### src/rtl/regs.sv
`timescale 1ns/1ps
// regs: RV32I integer register file with two bypassed read ports and a RAW busy scoreboard; REGS_DEBUG_PORT_EN adds a debug read port.
// Latency: reads are combinational; writes and scoreboard updates become visible one clk after the edge.
// Backpressure: none; write-back and issue are always accepted.
module regs #(
  parameter int unsigned       DATA_W    = 32,
  parameter int unsigned       ADDR_W    = 5,
  parameter logic [DATA_W-1:0] RESET_VAL = '0
) (
  input  logic              clk,
  input  logic              rst_n,
  input  logic              wb_reg_we_i,
  input  logic [ADDR_W-1:0] wb_reg_waddr_i,
  input  logic [DATA_W-1:0] wb_op_c_i,
  input  logic [ADDR_W-1:0] id_raddr1_i,
  input  logic [ADDR_W-1:0] id_raddr2_i,
  input  logic              id_issue_i,
  input  logic [ADDR_W-1:0] id_issue_rd_i,
  output logic [DATA_W-1:0] regs_rdata1_o,
  output logic [DATA_W-1:0] regs_rdata2_o,
  output logic              regs_busy1_o,
  output logic              regs_busy2_o
`ifdef REGS_DEBUG_PORT_EN
  ,
  input  logic [ADDR_W-1:0] dbg_raddr_i,
  output logic [DATA_W-1:0] dbg_rdata_o,
  output logic              dbg_busy_o
`endif
);

  localparam int unsigned NREGS = 2**ADDR_W;

  logic [DATA_W-1:0] mem_q [NREGS];
  logic [DATA_W-1:0] mem_d [NREGS];
  logic [NREGS-1:0]  busy_q;
  logic [NREGS-1:0]  busy_d;

  logic wr_en;
  logic iss_en;
  logic byp1;
  logic byp2;

  assign wr_en  = wb_reg_we_i && (wb_reg_waddr_i != '0);
  assign iss_en = id_issue_i && (id_issue_rd_i != '0);
  // wr_en already excludes x0, so a match implies a non-zero read address
  assign byp1   = wr_en && (wb_reg_waddr_i == id_raddr1_i);
  assign byp2   = wr_en && (wb_reg_waddr_i == id_raddr2_i);

  always_comb begin
    mem_d = mem_q;
    if (wr_en) begin
      mem_d[wb_reg_waddr_i] = wb_op_c_i;
    end
  end

  // Clear before set so a new producer issued alongside the old one's write-back stays outstanding.
  always_comb begin
    busy_d = busy_q;
    if (wr_en) begin
      busy_d[wb_reg_waddr_i] = 1'b0;
    end
    if (iss_en) begin
      busy_d[id_issue_rd_i] = 1'b1;
    end
    busy_d[0] = 1'b0;
  end

  always_ff @(posedge clk or negedge rst_n) begin
    if (!rst_n) begin
      for (int i = 0; i < int'(NREGS); i++) begin
        mem_q[i] <= RESET_VAL;
      end
      busy_q <= '0;
    end else begin
      mem_q  <= mem_d;
      busy_q <= busy_d;
    end
  end

  always_comb begin
    regs_rdata1_o = mem_q[id_raddr1_i];
    regs_busy1_o  = busy_q[id_raddr1_i];
    if (id_raddr1_i == '0) begin
      regs_rdata1_o = '0;
      regs_busy1_o  = 1'b0;
    end else if (byp1) begin
      regs_rdata1_o = wb_op_c_i;
      regs_busy1_o  = 1'b0;
    end
  end

  always_comb begin
    regs_rdata2_o = mem_q[id_raddr2_i];
    regs_busy2_o  = busy_q[id_raddr2_i];
    if (id_raddr2_i == '0) begin
      regs_rdata2_o = '0;
      regs_busy2_o  = 1'b0;
    end else if (byp2) begin
      regs_rdata2_o = wb_op_c_i;
      regs_busy2_o  = 1'b0;
    end
  end

`ifdef REGS_DEBUG_PORT_EN
  logic bypd;
  assign bypd = wr_en && (wb_reg_waddr_i == dbg_raddr_i);

  // Debug sees the raw busy bit so a dump shows producers even while their result is on the bypass.
  always_comb begin
    dbg_rdata_o = mem_q[dbg_raddr_i];
    dbg_busy_o  = busy_q[dbg_raddr_i];
    if (dbg_raddr_i == '0) begin
      dbg_rdata_o = '0;
    end else if (bypd) begin
      dbg_rdata_o = wb_op_c_i;
    end
  end
`endif

endmodule

### config.mk
export PLATFORM = sky130hd
export DESIGN_NAME = regs
export DESIGN_NICKNAME = d
export VERILOG_FILES = /design/src/rtl/regs.sv
export SDC_FILE = /design/constraint.sdc
export NUM_CORES = 2
export LEC_CHECK = 0
export ABC_AREA = 1
export CELL_PAD_IN_SITES_DETAIL_PLACEMENT = 2
export CELL_PAD_IN_SITES_GLOBAL_PLACEMENT = 2
export CORE_MARGIN = 2
export CORE_UTILIZATION = 34
export CTS_CLUSTER_DIAMETER = 80
export CTS_CLUSTER_SIZE = 12
export DETAILED_ROUTE_END_ITERATION = 7
export PLACE_DENSITY_LB_ADDON = 0.12
export REMOVE_ABC_BUFFERS = 1
export SYNTH_ARGS = -nofsm -noshare
export SYNTH_HDL_FRONTEND = slang
export SYNTH_SLANG_ARGS = --single-unit
### constraint.sdc
create_clock -name clk -period 2 [get_ports clk]
set_clock_uncertainty 0.1 [all_clocks]
set_input_delay 0.4 -clock clk [delete_from_list [all_inputs] [get_ports clk]]
set_output_delay 0.4 -clock clk [all_outputs]
set_load 0.02 [all_outputs]
### Word-level counts from Yosys, hierarchy flattened

Cells that the tools add are included.

* input bits: 56
* word-level logic and storage cells: 89
* output and inout bits: 66
* register bits after elaboration: 1055

* reductions and logical operators: 11
* multiplexer cells: 27
* $lt $le $gt $ge: 10
* bitwise operators: 6
* eq/ne operators: 2

Operators with widths (number)
* $bwmux W1024: 1
* $mux W32: 11
* $bmux W32 S5: 2
* $demux W32 S5: 1
* $and A32 B32 Y32: 1
* $not A32 Y32: 1
* $or A32 B32 Y32: 1
* $lt A5 B6 Y1 const B: 4
* $ge A6 B6 Y1 const B: 3
* $not A5 Y6: 3
* $bmux W1 S5: 2
* $demux W1 S5: 2
* $eq A5 B5 Y1: 2
* $ge A5 B1 Y1 const B: 2
* $logic_not A5 Y1: 2
* $reduce_bool A5 Y1: 2
* $mux W1: 8
* $logic_and A1 B1 Y1: 7
* $lt A6 B1 Y1 const B: 1

### Longest topological paths before layout

* word-level depth: 9
* depth in mapped cells: 14
* mapped depth without buffers: 11

### Least setup slack after synthesis

No wires, ideal clock.

* kind: input to output
* start point: in id_raddr2_i[1]
* end point: out regs_busy2_o
* data required time: 1.500 ns
* cell stages on the path: 10
* setup slack: -0.224 ns
* arrival time: 1.724 ns
* cells stage by stage: buf_2 -> inv_1 -> buf_2 -> clkbuf_1 -> nand3_1 -> nand3_1 -> nand3_1 -> nand3_1 -> nand2_1 -> nor2_1

* longest elaborated chain between the ends: 4
* elaborated cells on any way between the ends: 7
* those cells by class: eq/ne: 1; mux: 4; reduce/logical: 2

RTL lines
* start, declared: line 16 `input logic [ADDR_W-1:0] id_raddr2_i,`
* $bmux W1 S5 or $eq A5 B5 Y1 (tied branches): line 94, 47
* $mux W1 (implied by the code) or $logic_and A1 B1 Y1 (tied branches): line 94, 47
* $mux W1: line 98 `end else if (byp2) begin`
* $mux W1 *: line 95 `if (id_raddr2_i == '0) begin`
* end, declared: line 22 `output logic regs_busy2_o`

Every way passes the cells marked *; elsewhere a longest branch is shown, timed or not. The select of a mux whose other input is x is not followed.

### Worst setup path in the final report

* start point: reg mem_q[172] (netlist bit)
* end point: out regs_rdata2_o[12]

* longest elaborated chain between the ends: 5

RTL lines
* start, declared: line 33 `logic [DATA_W-1:0] mem_q [NREGS];`
* start signal, assigned: line 75 `mem_q <= mem_d;`
* $bmux W32 S5: line 93 `regs_rdata2_o = mem_q[id_raddr2_i];`
* $mux W32 (implied by the code) (2 in a row): line 93
* $mux W32: line 98
* $mux W32: line 95
* end, declared: line 20 `output logic [DATA_W-1:0] regs_rdata2_o,`

Every way passes these cells. The select of a mux whose other input is x is not followed.

==> key figures <==
GRT
  – Global-route wire length before repair: 480400 µm
  – Initial antenna violation count: 7
  – Vias in the first global route: 71250
  – GRT Residual Overflow: 0
  – All-layer global routing usage: 35.75%
  – GR met1 Demand/Resource: 47.80%
  – Largest net degree at the start of global routing: 83
  – GR Util met2: 58.69%
  – GR Util met3: 4.170%
  – GR peak layer: met2

Clock tree
  – H-tree depth: 3
  – Root Driver: clkbuf_16
  – Clock transition at path regs: 70 ps
  – Num CTS Buffers: 111
  – Clock Sinks: 1055
  – Clock Path Buffers: 3
  – Worst-skew pair later-pin latency: 750 ps
  – CTS tree: yes

Synth
  – Register area share after synthesis: 44.57%
  – Area share of fa/ha/maj cells after synthesis: 0%
  – Top_reg_cell synth: dfrtp_1
  – Largest family of logic cells by synthesized area: simple AND/OR/NAND/NOR gates
  – Netlist cell types: 35
  – Multiplexer fraction of the synthesized cell area: 0%
  – Ys async rst share: 100.0%
  – Compound-Gate Fraction of Synth Area: 22.24%
  – Post-Synth Simple-Gate Area: 22.65%
  – Avg Synthesized Cell Area: 7.432 µm²
  – Post-synth top area share: 44.57%
  – Count leader, synth: nand2_1
  – Top cells by area, synth: dfrtp_1 (45%), nand2_1 (12%), o21ai_0 (9.1%)
  – Cells after Synth: 7970
  – Mapped Area: 59230 µm²
  – Synth warn: 0
  – Number of synthesized flops with an enable pin: 0
  – Xor-xnor portion of the synthesized cell area: 0.1183%
  – Synth area leader: dfrtp_1
  – Post-synth top cells: nand2_1 (1860), o21ai_0 (1076), nand3_1 (1074)
  – FF+latch count, synth: 1055

Timing
  – Unrepaired setup endpoints after global routing: true
  – WHS: 58.49 ps
  – Final WS setup: -800.5 ps
  – Slew @ Worst Pin: 710.9 ps
  – Slew HR: 52.61%
  – Final min period: 2801 ps
  – Fmax: 0.3571 GHz
  – Final setup fails: 66
  – Period utilization: 140.0%
  – Setup TNS after final layout: -39800 ps
  – Pins Over Slew Limit: 0
  – Final hold vios: 0

Place
  – # port buffers: 121
  – RD Place Congestion: 0.8538
  – Pre-CTS setup slack: -1634 ps
  – Inst Count DP: 10690
  – Cell Area, Placed: 71150 µm²
  – DPL Wire Length: 211400 µm

Die
  – Die width: 421.4 µm
  – Rows: 153
  – Initial core utilization: 34.15%
  – Die Span Y: 421.4 µm
  – Num ports: 122
  – Core ar.: 173400 µm²
  – Die area: 177600 µm²

Cells and area
  – Final std cells w/o fill: 10980
  – Post-route cell area: 79220 µm²
  – Syn-to-layout area delta: 33.74%
  – Layout Nets: 8644
  – Layout cells sized above 1: 25.40%

Drt
  – Vias per inst: 6.008
  – DRT Wirelength: 330900 µm
  – Via Count: 65960
  – DRT Pass-1 Iters: 6
  – Post-route ant nets: 0
  – DRC: 0
  – DR WL/cell: 30.14 µm
  – DRT iter0 DRCs: 5321

Setup path
  – CP Capture Type: output port
  – Worst R2R Path Depth: 2
  – Critical path class: reg -> out
  – Crit path arrival time: 2300 ps
  – CP startpoint kind: register
  – CP required: 1500 ps
  – Crit path max fanout: 2

Power and ir drop
  – Leak: 0.03531 µW
  – Power density cells: 898.8 nW/µm²
  – Worst vdd ir: 0.7739 mV

Status
  – Outcome: finished with violations
  – Violated checks: negative setup slack

Worst hold path
  – Hold crit path type: in -> async

Run
  – MaxCap Viol Count: 0
==> repair_timing <==
item | in CTS | in global routing
pin swaps | 282 | 296
endpoints found under the setup margin | 80 | 66
gates cloned | 15 | 13
hold endpoints to repair | 526 | 0
gates resized for setup | 867 | 476
buffers inserted | 45 | 42
hold buffers | 1 | 0
==> path summary, 6_finish.rpt <==
check / startpoint / to / slack, ps
max in group asynchronous: rst_n / mem_q[856] / 830
min: rst_n / mem_q[169] / 60
min reg2reg: mem_q[1018] / mem_q[1018] / 300
min in group clk: id_issue_i / busy_q[1] / 220
max reg2reg: mem_q[527] / mem_q[527] / 840
max: mem_q[172] / regs_rdata2_o[12] / -800
==> placed cells by master (no fill, tap or decap), types with 15 or more instances in the layout <==
cell	n
nand2_1	1764
dfrtp_1	1054
o21ai_0	1001
buf_4	846
nand3_1	740
o211ai_1	657
inv_1	418
a21oi_1	397
nand3_2	292
buf_12	259
inv_2	203
nor2_1	174
o21ai_1	165
clkbuf_16	127
nand2_2	87
buf_6	85
nand3_4	43
a21oi_2	39
clkdlybuf4s50_1	38
buf_16	32
nor2_4	23
clkinv_2	16
clkbuf_8	16
o22ai_1	15
o21ai_2	15
==> stage by stage <==
stage,total power [µW],util (%)
global placement,45780,41.02
detailed placement,47140,41.02
global route,74680,45.67
floorplan,36680,-
CTS,69890,44.49
finish,71200,45.67
==> critical path, stage by stage, from the launching register on <==
cell and delay, ps:
dfrtp_1 400, buf_6 130, o211ai_1 250, nand3_1 200, nand3_2 120, nand3_2 90, nand3_2 120, nand2_4 80
buf_6 140
==> area by class of cell <==
| type | count | area (µm²) |
|---|---|---|
| clock inverters | 33 | 392.9 |
| repair buffers | 1304 | 14520 |
| well taps | 2325 | 2909 |
| flip-flops and latches | 1055 | 26400 |
| diodes | 5 | 12.51 |
| fillers | 19120 | 94220 |
| clock buffers | 140 | 3079 |
| inverters | 641 | 2481 |
| multi-input cells | 5475 | 29420 |
==> flip-flops by register name, summed over array words and instances, names as in the netlist <==
| name | count |
|---|---|
| busy_q | 31 |
| mem_q | 1024 |
==> kinds of logic after synthesis <==
| family | count (synthesis) |
|---|---|
| xor+xnor | 8 |
| compound gates | 2295 |
| buf+inv | 1440 |
| simple gates | 3172 |
| flops | 1055 |
==> routing by layer <==
layer	routed length [µm]	vias to the layer above
met5	0	-
met1	140200	34730
li1	-	28100
met2	154600	2352
met4	16000	0
met3	20100	771
==> where the power goes <==
part           internal (µW)  switching [µW]  total [µW]
Sequential             25900            2750       28600
Clock                  11700            9880       21500
Combinational           8700           12300       21000
Total                  46200           25000       71200
Power figures use the tool's default switching activity.
